<file path="src/rtl/neo_bus_switch.sv">
// Clocked host/device data bus switch: fixed-priority channel grant, per-lane
// output enables, break-before-make turnaround and a sticky conflict flag.
module neo_bus_switch #(
  parameter int WIDTH       = 16,
  parameter int NCH         = 2,
  parameter int TURN_CYCLES = 1
) (
  input  logic                   CLK,
  input  logic                   RESET,
  input  logic [NCH-1:0]         nCE,
  input  logic                   RD,
  input  logic [WIDTH/8-1:0]     LANE,
  input  logic [WIDTH-1:0]       A_IN,
  output logic [WIDTH-1:0]       A_OUT,
  output logic [WIDTH/8-1:0]     A_OE,
  input  logic [NCH*WIDTH-1:0]   D_IN,
  output logic [WIDTH-1:0]       D_OUT,
  output logic [NCH*WIDTH/8-1:0] D_OE,
  output logic [NCH-1:0]         GRANT,
  output logic                   CONFLICT,
  input  logic                   CONFLICT_CLR
);

  localparam int L  = WIDTH / 8;
  localparam int CW = (NCH > 1) ? $clog2(NCH) : 1;

  localparam logic [1:0] S_IDLE  = 2'd0;
  localparam logic [1:0] S_TURN  = 2'd1;
  localparam logic [1:0] S_READ  = 2'd2;
  localparam logic [1:0] S_WRITE = 2'd3;

  localparam bit         NO_TURN   = (TURN_CYCLES == 0);
  localparam logic [2:0] TURN_LOAD = NO_TURN ? 3'd0 : 3'(TURN_CYCLES - 1);

  logic [1:0]          r_state;
  logic [CW-1:0]       r_gch;
  logic                r_gdir;
  logic [2:0]          r_cnt;

  logic [WIDTH-1:0]    r_a_out_p1;
  logic [L-1:0]        r_a_oe_p1;
  logic [WIDTH-1:0]    r_d_out_p1;
  logic [NCH*L-1:0]    r_d_oe_p1;
  logic [NCH-1:0]      r_grant_p1;
  logic                r_conflict;

  logic                w_req;
  logic                w_multi;
  logic [CW-1:0]       w_sel;

  logic [1:0]          w_state_nx;
  logic [CW-1:0]       w_gch_nx;
  logic                w_gdir_nx;
  logic [2:0]          w_cnt_nx;
  logic                w_drive;
  logic                w_ctx_chg;
  logic [1:0]          w_data_st;

  logic [WIDTH-1:0]    w_rd_data;
  logic [NCH*L-1:0]    w_d_oe_nx;
  logic [NCH-1:0]      w_grant_nx;
  logic                w_rd_drive;
  logic                w_wr_drive;

  // Request decode: scanning from the top leaves the lowest requester in w_sel.
  always_comb begin
    w_req   = 1'b0;
    w_multi = 1'b0;
    w_sel   = '0;
    for (int k = NCH - 1; k >= 0; k--) begin
      if (!nCE[k]) begin
        if (w_req) w_multi = 1'b1;
        w_req = 1'b1;
        w_sel = CW'(k);
      end
    end
  end

  always_comb begin
    w_ctx_chg  = (w_sel != r_gch) || (RD != r_gdir);
    w_data_st  = RD ? S_READ : S_WRITE;
    w_state_nx = r_state;
    w_gch_nx   = r_gch;
    w_gdir_nx  = r_gdir;
    w_cnt_nx   = r_cnt;
    w_drive    = 1'b0;
    if (!w_req) begin
      w_state_nx = S_IDLE;
    end else begin
      case (r_state)
        S_IDLE: begin
          w_gch_nx  = w_sel;
          w_gdir_nx = RD;
          w_cnt_nx  = TURN_LOAD;
          if (NO_TURN) begin
            w_state_nx = w_data_st;
            w_drive    = 1'b1;
          end else begin
            w_state_nx = S_TURN;
          end
        end
        S_TURN: begin
          if (w_ctx_chg) begin
            w_gch_nx   = w_sel;
            w_gdir_nx  = RD;
            w_cnt_nx   = TURN_LOAD;
            w_state_nx = NO_TURN ? w_data_st : S_TURN;
          end else if (r_cnt == 3'd0) begin
            w_state_nx = w_data_st;
            w_drive    = 1'b1;
          end else begin
            w_cnt_nx = r_cnt - 3'd1;
          end
        end
        default: begin
          // A context change always spends this edge with every OE low.
          if (w_ctx_chg) begin
            w_gch_nx   = w_sel;
            w_gdir_nx  = RD;
            w_cnt_nx   = TURN_LOAD;
            w_state_nx = NO_TURN ? w_data_st : S_TURN;
          end else begin
            w_drive = 1'b1;
          end
        end
      endcase
    end
  end

  always_comb begin
    w_rd_drive = w_drive && (w_state_nx == S_READ);
    w_wr_drive = w_drive && (w_state_nx == S_WRITE);
    w_rd_data  = '0;
    w_d_oe_nx  = '0;
    w_grant_nx = '0;
    for (int k = 0; k < NCH; k++) begin
      if (w_gch_nx == CW'(k)) begin
        w_rd_data = D_IN[k*WIDTH +: WIDTH];
        if (w_wr_drive) w_d_oe_nx[k*L +: L] = LANE;
        if (w_state_nx != S_IDLE) w_grant_nx[k] = 1'b1;
      end
    end
  end

  // Stage p1: registered outputs
  always_ff @(posedge CLK) begin
    if (RESET) begin
      r_state    <= S_IDLE;
      r_gch      <= '0;
      r_gdir     <= 1'b0;
      r_cnt      <= 3'd0;
      r_a_out_p1 <= '0;
      r_a_oe_p1  <= '0;
      r_d_out_p1 <= '0;
      r_d_oe_p1  <= '0;
      r_grant_p1 <= '0;
      r_conflict <= 1'b0;
    end else begin
      r_state    <= w_state_nx;
      r_gch      <= w_gch_nx;
      r_gdir     <= w_gdir_nx;
      r_cnt      <= w_cnt_nx;
      r_grant_p1 <= w_grant_nx;
      r_d_oe_p1  <= w_d_oe_nx;
      r_a_oe_p1  <= w_rd_drive ? LANE : '0;
      if (w_rd_drive) r_a_out_p1 <= w_rd_data;
      if (w_wr_drive) r_d_out_p1 <= A_IN;
      if (w_multi) r_conflict <= 1'b1;
      else if (CONFLICT_CLR) r_conflict <= 1'b0;
    end
  end

  assign A_OUT    = r_a_out_p1;
  assign A_OE     = r_a_oe_p1;
  assign D_OUT    = r_d_out_p1;
  assign D_OE     = r_d_oe_p1;
  assign GRANT    = r_grant_p1;
  assign CONFLICT = r_conflict;

endmodule

</file>
<file path="config.mk">
export PLATFORM = sky130hd
export DESIGN_NAME = neo_bus_switch
export DESIGN_NICKNAME = d
export VERILOG_FILES = /design/src/rtl/neo_bus_switch.sv
export SDC_FILE = /design/constraint.sdc
export NUM_CORES = 1
export LEC_CHECK = 0
export CELL_PAD_IN_SITES_DETAIL_PLACEMENT = 1
export CELL_PAD_IN_SITES_GLOBAL_PLACEMENT = 1
export CORE_MARGIN = 1.5
export CORE_UTILIZATION = 40
export CTS_CLUSTER_DIAMETER = 30
export CTS_CLUSTER_SIZE = 8
export DETAILED_ROUTE_END_ITERATION = 10
export DONT_BUFFER_PORTS = 1
export PLACE_DENSITY = 0.73
export REMOVE_ABC_BUFFERS = 1
export SYNTH_ARGS = -nofsm -noshare
export SYNTH_HDL_FRONTEND = slang
export SYNTH_SLANG_ARGS = --single-unit
</file>
<file path="constraint.sdc">
create_clock -name CLK -period 2.7 [get_ports CLK]
set_input_delay 0.27 -clock CLK [delete_from_list [all_inputs] [get_ports CLK]]
set_output_delay 0.27 -clock CLK [all_outputs]
set_load 0.01 [all_outputs]
</file>
==> results of run 1 <==
[layer usage]
layer,part of all wire,track usage,wire [um],vias up
met1,0.42,0.159,1830,665
met5,0,0,0,-
li1,-,-,-,711
met2,0.43,0.244,1860,80
met4,0.011,0.0536,46,0
met3,0.14,0.0873,584,4
[critical path, stage by stage (launching register included)]
cell and delay (ps):
dfxtp_1 360, inv_1 60, ha_1 190, ha_1 200, and4b_1 190, or2_1 330
nor3_4 140, buf_4 300, mux2i_1 230
[final cells by class]
class                      instances  area [sq um]
clock buffer                       7          86.3
inverter                           7          26.3
sequential                        48           961
clock inverter                     1          7.51
tap                               70          87.6
timing repair buffer               2          15.0
fill                             603          2880
multi-input combinational        142          1010
[kinds of logic (layout without fill, tap and decap cells)]
logic type	Yosys count	count (layout)	share of synthesized area
flops	48	48	0.459
mux	33	33	0.158
xor+xnor	2	2	0.00837
simple gates	78	78	0.213
fa+ha+maj	2	2	0.0120
buf+inv	22	17	0.0586
compound gates	27	27	0.0909
[worst max-delay path by stage]
stage	end	slack, ps	cells past startpoint
floorplan	A_OUT[0]$_SDFFE_PP0P_	50	3
global placement	D_OUT[0]$_SDFFE_PP0P_	740	8
detailed placement	D_OUT[3]$_SDFFE_PP0P_	620	8
CTS	D_OUT[3]$_SDFFE_PP0P_	580	8
global route	D_OUT[3]$_SDFFE_PP0P_	490	8
finish	D_OUT[3]$_SDFFE_PP0P_	630	8
[cell usage in the layout, fill, tap and decap left out, drive strengths merged, types with 2 or more instances in the layout]
master	n
o21ai	2
mux2i	33
nor4	3
buf	2
nand2	2
and3	3
ha	2
clkbuf	7
a211oi	16
dfxtp	48
nand3	2
nor2	23
and2	2
o22ai	2
a21oi	4
inv	7
nor2b	2
nand2b	32
or2	2
xnor2	2
a31oi	2
[power groups by stage]
stage / Clock (mW) / Combinational, mW / Sequential [mW]
2_1_floorplan: 0 / 0.0977 / 0.772
3_3_place_gp: 0 / 0.111 / 0.778
3_5_place_dp: 0 / 0.115 / 0.778
4_1_cts: 0.460 / 0.116 / 0.762
5_1_grt: 0.483 / 0.127 / 0.765
6_report: 0.441 / 0.114 / 0.761
[flip-flops by register name, indices dropped and copies added (netlist names)]
name,count
r_gch,1
D_OE,4
r_gdir,1
r_cnt,3
CONFLICT,1
GRANT,2
D_OUT,16
A_OE,2
r_state,2
A_OUT,16
[metrics by stage]
| step | hold WS, ps | instance area, sq um | instances | total power [mW] | utilization |
|---|---|---|---|---|---|
| CTS | 16.1 | 2200 | 277 | 1.34 | 0.433 |
| global route | 16.8 | 2200 | 277 | 1.38 | 0.433 |
| floorplan | 337 | 2000 | 197 | 0.870 | - |
| global placement | 342 | 2100 | 269 | 0.888 | 0.414 |
| detailed placement | 347 | 2100 | 269 | 0.893 | 0.414 |
| finish | 28.7 | 2200 | 277 | 1.32 | 0.433 |
==> impl_metrics.tcl, run 1 <==
set metrics [dict create \
    worstPathArrival_ps 2290 \
    postCtsSetupRepairBufs 0 \
    core_region_area_sq_um 5070 \
    synth.distinct_cells 34 \
    cts_max_level 2 \
    p_int_mw 0.998 \
    min_period_ps 2070 \
    seqPwrFrac 0.578 \
    rsz0062_at_grt "no" \
    worst_slack_ps 635 \
    power_leakage_nw 0.832 \
    portBuffers 0 \
    clkSinkCount 48 \
    dr.pass1.iters 4 \
    cap_violations 0 \
    wl_per_cell_um 15.6 \
    power.density_nw_per_um2 599 \
    cts-root-buf "clkbuf_8" \
    cts_resized 0 \
    grt_max_degree 59 \
    die_x_um 75.3 \
    min_period_over_period 0.765 \
    synthTopCellsByArea "dfxtp_1 46%, mux2i_1 16%, nand2b_1 9.6%, a211oi_1 5.7%, nor2_1 4.1%" \
    clockPowerShare 0.335 \
    initial_core_util 0.412 \
    cp-start-kind "flop" \
    maxSlewViolCount 0 \
    outcome "complete, no violations" \
    path_clk_slew_ps 90 \
    synth_ff_type "dfxtp_1" \
    die_area_sq_um 5670 \
    hpwl_um 3130 \
    avgSynthCellArea_sq_um 9.87 \
    pre_cts_ws_ps 622 \
    antenna_found_initial 0 \
    grt_pass1_wl_um 6230 \
    path_class "flop to flop" \
    hold_buffers 0 \
    rr_worst_depth 8 \
    area_growth_pct 4.96 \
    slew-limit-headroom 0.570 \
    vdd_drop_max_uv 218 \
    holdPathStages 1 \
    clock_latency_ps 300 \
    ys_seq_elements 48 \
    route.vias.total 1460 \
    cts_tree "built" \
    rr_endpoint "D_OUT[3]$_SDFFE_PP0P_" \
    worst_pin_slew_ps 646 \
    netlist_area_sq_um 2090 \
    combPwrFrac 0.087 \
    grt_use_total 0.148 \
    tns_ps 0 \
    synth-edff-count 0 \
    synthArstFlopShare 0 \
    min_from "nCE[0]" \
    fmax_ghz 0.484 \
    hold_path.class "primary input to flop" \
    timing.rr.start "r_cnt[0]$_SDFFE_PP0P_" \
    hold_violations 0 \
    cts_buffers 5 \
    antenna_left 0 \
    synth_top_area_frac 0.459 \
    synth.most_common_cell "dfxtp_1" \
    drt-total-wl_um 4320 \
    crit_required_ps 2920 \
    die_h_um 75.3 \
    gp_congestion 0.742 \
    synthTopCellsByCount "48 x dfxtp_1, 33 x mux2i_1, 32 x nand2b_1" \
    ys_warn_count 0 \
    p_sw_frac 0.242 \
    startpoint "r_cnt[0]$_SDFFE_PP0P_" \
    yosys.area.top_type "dfxtp_1" \
    nets 264 \
    ys_seq_area_frac 0.459 \
    n_antenna_cell 0 \
    grt_overflow 0 \
    synthCells 212 \
    clockBufferDepth 2 \
    cp_max_fo 16 \
    setup_viol 0 \
    fin_worst_skew_ps 6.93 \
    critPathCaptureType "flop" \
    reg2reg_slack_ps 630 \
    min_to "GRANT[0]$_SDFF_PP0_" \
    drc 0 \
    drtIter0Drc 25 \
    drive_gt1_frac 0.0773 \
    ios 97 \
    rows 26 \
    first_global_vias 1401 \
    via_per_inst 5.27 \
    p_switching_mw 0.318 \
]
Power figures use the tool's default switching activity.
==> inputs of run 2 (changes only) <==
==> constraint.sdc (replaced) <==
create_clock -name CLK -period 2.1 [get_ports CLK]
set_input_delay 0.21 -clock CLK [delete_from_list [all_inputs] [get_ports CLK]]
set_output_delay 0.21 -clock CLK [all_outputs]
set_load 0.01 [all_outputs]
==> run 2 against run 1 <==
Die area did not move. Hold slack improved by 8.3 ps. Non-clock buffer count increased by 5. Final cell count is 1.8% higher. Critical path type unchanged. Highest routed layer unchanged.
==> impl_metrics.tcl, run 2 (synthesis gave the netlist of run 1 again) <==
set metrics [dict create \
    outcome "complete, no violations" \
    ios 97 \
    path_clk_slew_ps 80 \
    drtIter0Drc 47 \
    total_power_mw 1.86 \
    path_class "flop to flop" \
    crit_top_cell "ha_1" \
    cts_max_level 2 \
    timing.rr.start "r_cnt[0]$_SDFFE_PP0P_" \
    final_common_cell "dfxtp_1" \
    rr_endpoint "D_OUT[4]$_SDFFE_PP0P_" \
    rows 26 \
    grt_use_total 0.152 \
    reg2reg_slack_ps 120 \
    fin_worst_skew_ps 6.46 \
    via_per_inst 5.28 \
    dpl-instance-area_sq_um 2120 \
    vdd_drop_max_uv 362 \
    grt_pass1_wl_um 6320 \
    clockPowerShare 0.382 \
    clock_latency_ps 290 \
    worstPathArrival_ps 2190 \
    top_layer "met4" \
    hpwl_um 3130 \
    cts-root-buf "clkbuf_8" \
    fmax_ghz 0.506 \
    cap_violations 0 \
    worst_pin_slew_ps 845 \
    crit_chain "inv_1 > ha_1 > ha_1 > and4b_1 > or2_4 > nor3_4 > buf_12 > mux2i_1" \
    first_global_vias 1345 \
    final_core_util 0.453 \
    setup_viol 0 \
    slowest_stage "dfxtp_1" \
    wl_per_cell_um 15.8 \
    drc 0 \
    die_h_um 75.3 \
    rr_worst_depth 8 \
    drive_gt1_frac 0.0896 \
    initial_core_util 0.412 \
    combPwrFrac 0.091 \
    min_period_over_period 0.941 \
    clkSinkCount 48 \
    p_sw_frac 0.221 \
    most-common-layout-cells "48 x dfxtp_1, 33 x mux2i_1, 32 x nand2b_1" \
    power_leakage_nw 0.889 \
    hold_path.class "primary input to flop" \
    grt_max_degree 40 \
    n_antenna_cell 0 \
    clockBufferDepth 2 \
    die_x_um 75.3 \
    cp_max_fo 16 \
    slew-limit-headroom 0.435 \
    core_region_area_sq_um 5070 \
    route.vias.total 1490 \
    power.density_nw_per_um2 808 \
    filler_cell_count 586 \
    nets 269 \
    met1Wirelength_um 1820 \
    drt-total-wl_um 4450 \
    cts_buffers 5 \
    crit_buf_inv 2 \
    p_int_mw 1.45 \
    crit_required_ps 2320 \
    met3_length_um 570 \
    slowest_delay_ps 360 \
    holdPathStages 2 \
    grt_overflow 0 \
    hold_violations 0 \
    p_switching_mw 0.411 \
    route.met2.wl_um 2000 \
    seqPwrFrac 0.527 \
    tns_ps 0 \
    crit_family "simple AND/OR/NAND/NOR gates" \
    die_area_sq_um 5670 \
    design_area_sq_um 2300 \
    critPathCaptureType "flop" \
    antenna_found_initial 0 \
    cts_tree "built" \
    area_growth_pct 9.93 \
    dr.pass1.iters 4 \
    postCtsSetupRepairBufs 0 \
    gp_congestion 0.764 \
    portBuffers 0 \
    min_period_ps 1980 \
    fin_hold_ws_ps 37.0 \
    cp-start-kind "flop" \
    rsz0062_at_grt "no" \
    maxSlewViolCount 0 \
    min_to "D_OE[1]$_SDFF_PP0_" \
    antenna_left 0 \
    min_from "LANE[1]" \
]
## run 2: cell count changes in the layout (fill, tap and decap cells not counted), sizes merged
cell         delta
clkinvlp        -1
bufinv          +1
buf             +1
dlygate4sd3     +4
## run 2: per-layer routing
layer  track usage  vias to the layer above
li1              -                      726
met1         0.172                      680
met2         0.242                       79
met3        0.0754                        5
met4        0.0655                        0
met5             0                        -
## run 2: worst max path at each step
stage          cells after the start             startpoint  slack, ps                     to
6_report                           8  r_cnt[0]$_SDFFE_PP0P_        120  D_OUT[4]$_SDFFE_PP0P_
5_1_grt                            8  r_cnt[0]$_SDFFE_PP0P_         10  D_OUT[4]$_SDFFE_PP0P_
4_1_cts                            8  r_cnt[0]$_SDFFE_PP0P_         50  D_OUT[4]$_SDFFE_PP0P_
3_5_place_dp                       8  r_cnt[0]$_SDFFE_PP0P_         80  D_OUT[4]$_SDFFE_PP0P_
3_3_place_gp                       8  r_cnt[0]$_SDFFE_PP0P_        220  D_OUT[3]$_SDFFE_PP0P_
2_1_floorplan                      3       r_gch$_SDFF_PP0_       -550  A_OUT[0]$_SDFFE_PP0P_
## run 2: final cells by class
class | instances | area (sq um) | share of cell area
Tap cell | 70 | 87.6 | 0.0381
Multi-Input combinational cell | 142 | 1020 | 0.445
Clock buffer | 7 | 96.3 | 0.0419
Sequential cell | 48 | 961 | 0.418
Timing Repair Buffer | 7 | 75.1 | 0.0326
Inverter | 7 | 26.3 | 0.0114
Clock inverter | 1 | 30.0 | 0.0131
## run 2: per-stage QoR
step	setup WS, ps	cells
final	123	282
after global routing	11.5	282
after CTS	51.1	281
after detailed placement	79.4	270
after global placement	216	270
after floorplan	-546	197
## run 2: power by group through the flow
stage	clock network [mW]	logic, mW	registers, mW
4_1_cts	0.737	0.167	0.980
2_1_floorplan	0	0.126	0.993
5_1_grt	0.781	0.186	0.984
6_report	0.710	0.169	0.979
3_5_place_dp	0	0.154	1.00
3_3_place_gp	0	0.149	1.00
## run 2: what timing repair did
action,in CTS,in global routing
hold buffers,3,1
endpoints found under the hold margin,24,1
setup endpoints to repair,0,34
resized for setup,0,2
